**src/rtl/vga_text_writer.sv**
```systemverilog
// vga_text_writer: turns an ASCII byte stream into glyph writes for the
// 70x30 text console buffer. It keeps a cursor, handles printable bytes,
// newline/carriage return and backspace, and blanks the whole screen after
// reset. Buffer addresses are column-major: {col[6:0], row[4:0]}.
module vga_text_writer #(
    parameter int         COLS  = 70,
    parameter int         ROWS  = 30,
    parameter logic [7:0] BLANK = 8'h20
) (
    input  logic        clk,
    input  logic        rst,
    input  logic        ch_valid,
    input  logic [7:0]  ch_data,
    output logic        ch_ready,
    output logic        vmem_we,
    output logic [11:0] vmem_addr,
    output logic [7:0]  vmem_wdata,
    output logic [4:0]  cur_row,
    output logic [6:0]  cur_col,
    output logic        busy
);

    localparam logic [6:0] LAST_COL = 7'(COLS - 1);
    localparam logic [6:0] COL_END  = 7'(COLS);
    localparam logic [4:0] LAST_ROW = 5'(ROWS - 1);
    localparam logic [4:0] ROW_END  = 5'(ROWS);

    typedef enum logic [1:0] {
        INIT  = 2'd0,
        IDLE  = 2'd1,
        WRITE = 2'd2,
        CLEAR = 2'd3
    } state_t;

    state_t      r_state;
    logic        r_ready;
    logic        r_we;
    logic [11:0] r_addr;
    logic [7:0]  r_wdata;
    logic [4:0]  r_row;
    logic [6:0]  r_col;
    // Column counter shared by the full-screen clear and the single-row clear.
    logic [6:0]  r_k;
    // Row counter of the full-screen clear; reaching ROWS means finished.
    logic [4:0]  r_initRow;
    // Remembers that the character just written moved the cursor to a new row.
    logic        r_advance;

    logic [4:0]  w_nextRow;
    logic [4:0]  w_prevRow;
    logic [6:0]  w_prevCol;
    logic        w_isPrint;
    logic        w_isNewline;
    logic        w_isBackspace;

    // Cursor neighbours and byte classification, used on the acceptance edge.
    always_comb begin
        w_nextRow     = (r_row == LAST_ROW) ? 5'd0 : r_row + 5'd1;
        w_prevRow     = r_row - 5'd1;
        w_prevCol     = r_col - 7'd1;
        w_isPrint     = (ch_data >= 8'h20) && (ch_data <= 8'h7E);
        w_isNewline   = (ch_data == 8'h0A) || (ch_data == 8'h0D);
        w_isBackspace = (ch_data == 8'h08);
    end

    // Main controller: screen clear, character acceptance, writes and row clears.
    always_ff @(posedge clk or negedge rst) begin
        if (!rst) begin
            r_state   <= INIT;
            r_ready   <= 1'b0;
            r_we      <= 1'b0;
            r_addr    <= 12'd0;
            r_wdata   <= 8'd0;
            r_row     <= 5'd0;
            r_col     <= 7'd0;
            r_k       <= 7'd0;
            r_initRow <= 5'd0;
            r_advance <= 1'b0;
        end else begin
            case (r_state)
                INIT: begin
                    if (r_initRow == ROW_END) begin
                        r_we      <= 1'b0;
                        r_ready   <= 1'b1;
                        r_k       <= 7'd0;
                        r_initRow <= 5'd0;
                        r_state   <= IDLE;
                    end else begin
                        r_we    <= 1'b1;
                        r_addr  <= {r_k, r_initRow};
                        r_wdata <= BLANK;
                        if (r_k == LAST_COL) begin
                            r_k       <= 7'd0;
                            r_initRow <= r_initRow + 5'd1;
                        end else begin
                            r_k <= r_k + 7'd1;
                        end
                    end
                end

                IDLE: begin
                    r_we <= 1'b0;
                    if (!r_ready) begin
                        // One-cycle pause after a dropped byte.
                        r_ready <= 1'b1;
                    end else if (ch_valid) begin
                        r_ready <= 1'b0;
                        if (w_isPrint) begin
                            r_we    <= 1'b1;
                            r_addr  <= {r_col, r_row};
                            r_wdata <= ch_data;
                            r_state <= WRITE;
                            if (r_col < LAST_COL) begin
                                r_col     <= r_col + 7'd1;
                                r_advance <= 1'b0;
                            end else begin
                                r_col     <= 7'd0;
                                r_row     <= w_nextRow;
                                r_advance <= 1'b1;
                            end
                        end else if (w_isNewline) begin
                            // The first blank of the new row goes out right away.
                            r_col   <= 7'd0;
                            r_row   <= w_nextRow;
                            r_we    <= 1'b1;
                            r_addr  <= {7'd0, w_nextRow};
                            r_wdata <= BLANK;
                            r_k     <= 7'd1;
                            r_state <= CLEAR;
                        end else if (w_isBackspace && (r_col != 7'd0)) begin
                            r_col     <= w_prevCol;
                            r_we      <= 1'b1;
                            r_addr    <= {w_prevCol, r_row};
                            r_wdata   <= BLANK;
                            r_advance <= 1'b0;
                            r_state   <= WRITE;
                        end else if (w_isBackspace && (r_row != 5'd0)) begin
                            r_row     <= w_prevRow;
                            r_col     <= LAST_COL;
                            r_we      <= 1'b1;
                            r_addr    <= {LAST_COL, w_prevRow};
                            r_wdata   <= BLANK;
                            r_advance <= 1'b0;
                            r_state   <= WRITE;
                        end
                        // Backspace at the origin and unknown bytes are dropped.
                    end
                end

                WRITE: begin
                    if (r_advance) begin
                        r_we    <= 1'b1;
                        r_addr  <= {7'd0, r_row};
                        r_wdata <= BLANK;
                        r_k     <= 7'd1;
                        r_state <= CLEAR;
                    end else begin
                        r_we    <= 1'b0;
                        r_ready <= 1'b1;
                        r_state <= IDLE;
                    end
                end

                CLEAR: begin
                    if (r_k == COL_END) begin
                        r_we    <= 1'b0;
                        r_ready <= 1'b1;
                        r_k     <= 7'd0;
                        r_state <= IDLE;
                    end else begin
                        r_we    <= 1'b1;
                        r_addr  <= {r_k, r_row};
                        r_wdata <= BLANK;
                        r_k     <= r_k + 7'd1;
                    end
                end

                default: begin
                    r_state <= INIT;
                end
            endcase
        end
    end

    assign ch_ready   = r_ready;
    assign busy       = !r_ready;
    assign vmem_we    = r_we;
    assign vmem_addr  = r_addr;
    assign vmem_wdata = r_wdata;
    assign cur_row    = r_row;
    assign cur_col    = r_col;

endmodule

```
**config.mk**
```make
export PLATFORM = sky130hd
export DESIGN_NAME = vga_text_writer
export DESIGN_NICKNAME = d
export VERILOG_FILES = /design/src/rtl/vga_text_writer.sv
export SDC_FILE = /design/constraint.sdc
export NUM_CORES = 1
export LEC_CHECK = 0
export CORE_MARGIN = 5
export CORE_UTILIZATION = 60
export CTS_CLUSTER_SIZE = 20
export DETAILED_ROUTE_END_ITERATION = 8
export PLACE_DENSITY = 0.85
export SETUP_SLACK_MARGIN = 0.2
export SLEW_MARGIN = 40
export SYNTH_ARGS = -nofsm -noshare
export SYNTH_HDL_FRONTEND = slang
export SYNTH_SLANG_ARGS = --single-unit
```
**constraint.sdc**
```tcl
create_clock -name clk -period 6.1 [get_ports clk]
set_input_delay 0.915 -clock clk [delete_from_list [all_inputs] [get_ports clk]]
set_output_delay 0.915 -clock clk [all_outputs]
set_load 0.02 [all_outputs]
```
==> results.cfg <==
[sta]
max_slew.worst_pin.slew_ns = 0.629
period_share_pct = 52.7
period_minus_slack_ns = 3.22
whs_ns = 0.521
max_freq_mhz = 311
slew_violations = 0
rsz0062_at_grt = false
hold_viol_final = 0
finalSetupViolCount = 0
final.setup.tns_ns = 0
clock_skew_ns = 0.00934
max_slew_margin_pct = 57.5

[global_routing]
use_met2_pct = 40.2
antenna_found_initial = 0
grt_start_max_net_pins = 50
grt_first_pass_wirelength_um = 15000
use_met3_pct = 4.71
gr-total-overflow = 0
grt_pass1_vias = 3019
gr-usage-all-layers_pct = 25.6
gr-usage-met1_pct = 36.0
top_usage_layer = met2

[job]
max_cap_violations = 0

[place]
place_inst = 484
io_buffers = 45
place_hpwl_um = 6440
placed_cell_area_um2 = 3760
gp_congestion = 0.878

[floorplanning]
dieWidth_um = 84.4
rows = 27
core_area_um2 = 5440
start_util_pct = 61.0
die_h_um = 84.4
io-pin-count = 46
dieArea_um2 = 7110

[setup_path]
crit_required_ns = 6.30
critPathLaunchType = input pin
r2r_slack_ns = 3.36
path_class = input pin to flop
path_max_fanout = 12
r2r-end = vmem_addr[0]
r2r-start = r_state[1]
r2r_cells = 9
crit_slowest_cell = o2111ai_1
path_cells = clkdlybuf4s50_1 > and3b_1 > o211ai_2 > nand2_1 > o2111ai_1 > o21ai_0 > o31ai_1
critPathMaxStageDelay_ns = 0.63
arrival_ns = 3.41
end_kind = flop

[logic_synthesis]
syn_area_per_cell_um2 = 8.55
ys_warn_count = 0
synth_top_area_share_pct = 37.0
synth-edff-count = 0
syn_inst = 388
synthesis.nets = 415
async_flop_share_pct = 100
synth_area_leader_cell = dfrtp_1
ys_types = 70
syn-cell-area_um2 = 3320
yosys_register_bits = 49
synth_ff_type = dfrtp_1
ys_top_cells_by_area = dfrtp_1 (37%), ha_1 (6.0%), a21oi_1 (4.7%), o21ai_0 (4.5%), nor2_1 (3.7%)
seq_area_frac_synth_pct = 37.0

[route]
antenna_left = 0
drt-initial-drc-count = 373
via_per_inst = 6.45
dr.pass1.iters = 5
drc = 0
wl_per_cell_um = 17.8
vias = 3174
wirelength_um = 8750

[cts]
cts_setup_buffers = 0
ctsHoldBuffers = 0
cts_htree_levels = 2
cts_root_buf = clkbuf_8
clock-sinks = 49
cts_tree = yes
cts_resized = 0
cts_buffers = 5
worstSkewPairLatency_ns = 0.31
cts_buffer_depth = 2
cts.clk_slew.worst_paths_ns = 0.10

[finish]
drive_above_1_share_pct = 6.19
diodes = 0
nNetsFinal = 446
fillCellCount = 443
stdcell_area_um2 = 3850
syn_to_final_growth_pct = 16.1
stdcell_count = 492

[pwr]
power.density_nw_per_um2 = 145
power_leakage_uw = 0.00158
total_power_uw = 559
ir_drop_mv = 0.106

[min_path]
holdPathStages = 1
min_from = vmem_addr[9]
min_to = vmem_addr[9]
min_path_type = flop to flop

[status]
status = completed
synthesized netlist by cell type (all sizes together), types with 4 or more instances:
master   n
xnor2    5
buf      9
clkbuf  13
mux2i    5
dfrtp   49
nor3     7
nor2    33
nand4    8
o22ai    8
o21ai   32
a21oi   31
inv     28
ha      16
nand2   30
nor2b    4
o211ai   5
or2      4
and3     4
xor2     7
a31oi   13
nand3   15
nor4     4
power by group:
group	leakage [uW]	internal (uW)	switching, uW
Combinational	0.000928	12.4	23.7
Sequential	0.000608	325	0
Clock	0.0000445	81.6	116
kinds of logic after synthesis:
logic type	count (synthesis)	synth area share, %
AOI/OAI and AO/OA	132	26.7
and+or+nand+nor	124	19.4
muxes	5	1.51
DFF	49	37.0
buffers and inverters	50	6.19
adders and majority gates	16	6.04
xor gates and xnor gates	12	3.17
layer usage:
metal / vias to the layer above / part of all wire [%]
li1: 1478 / -
met1: 1521 / 43
met2: 150 / 47
met3: 25 / 7.2
met4: 0 / 2.4
met5: - / 0
cells in the final DEF (no fill, tap or decap), drive strengths merged, types with 7 or more instances in the layout:
cell	netlist	final
inv	28	29
dfrtp	49	49
ha	16	16
nand4	8	8
a31oi	13	13
nand3	15	15
o21ai	32	32
nor3	7	7
clkdlybuf4s50	0	44
xor2	7	7
nor2	33	33
a21oi	31	31
nand2	30	30
o22ai	8	8
final cells by class:
cell class | count | area (um^2) | share of cell area [%]
multi-input cells | 289 | 1890 | 48.9
well taps | 72 | 90.1 | 2.34
repair buffers | 46 | 455 | 11.8
inverters | 28 | 105 | 2.73
flip-flops and latches | 49 | 1230 | 31.8
clock buffers | 5 | 68.8 | 1.79
clock inverters | 3 | 21.3 | 0.552
worst max path at each step:
| stage | from | endpoint | slack [ns] | depth (start not counted) |
|---|---|---|---|---|
| 2_1_floorplan | ch_data[4] | vmem_addr[2] | 3.60 | 6 |
| 3_3_place_gp | ch_data[5] | vmem_addr[1] | 2.72 | 8 |
| 3_5_place_dp | ch_data[0] | cur_row[2] | 2.63 | 7 |
| 4_1_cts | ch_data[0] | cur_row[2] | 2.95 | 7 |
| 5_1_grt | ch_data[0] | cur_row[2] | 2.71 | 7 |
| 6_report | ch_data[0] | cur_row[2] | 2.88 | 7 |
metrics by stage:
stage | util [%] | worst slack, ns
floorplan | - | 3.60
global placement | 69.1 | 2.72
detailed placement | 69.2 | 2.63
CTS | 70.8 | 2.95
global route | 70.8 | 2.71
finish | 70.8 | 2.88
state kept, by name (all words and copies together) (netlist names):
signal      count
vmem_we         1
cur_col         7
r_k             7
ch_ready        1
r_advance       1
cur_row         5
vmem_wdata      8
r_state         2
vmem_addr      12
r_initRow       5
worst max-delay path: cells and delay by family:
family,cells,cell delay [ns]
AOI/OAI and AO/OA,4,1.35
buffers and inverters,1,0.52
and+or+nand+nor,2,0.62
(Power assumes the default switching activity.)
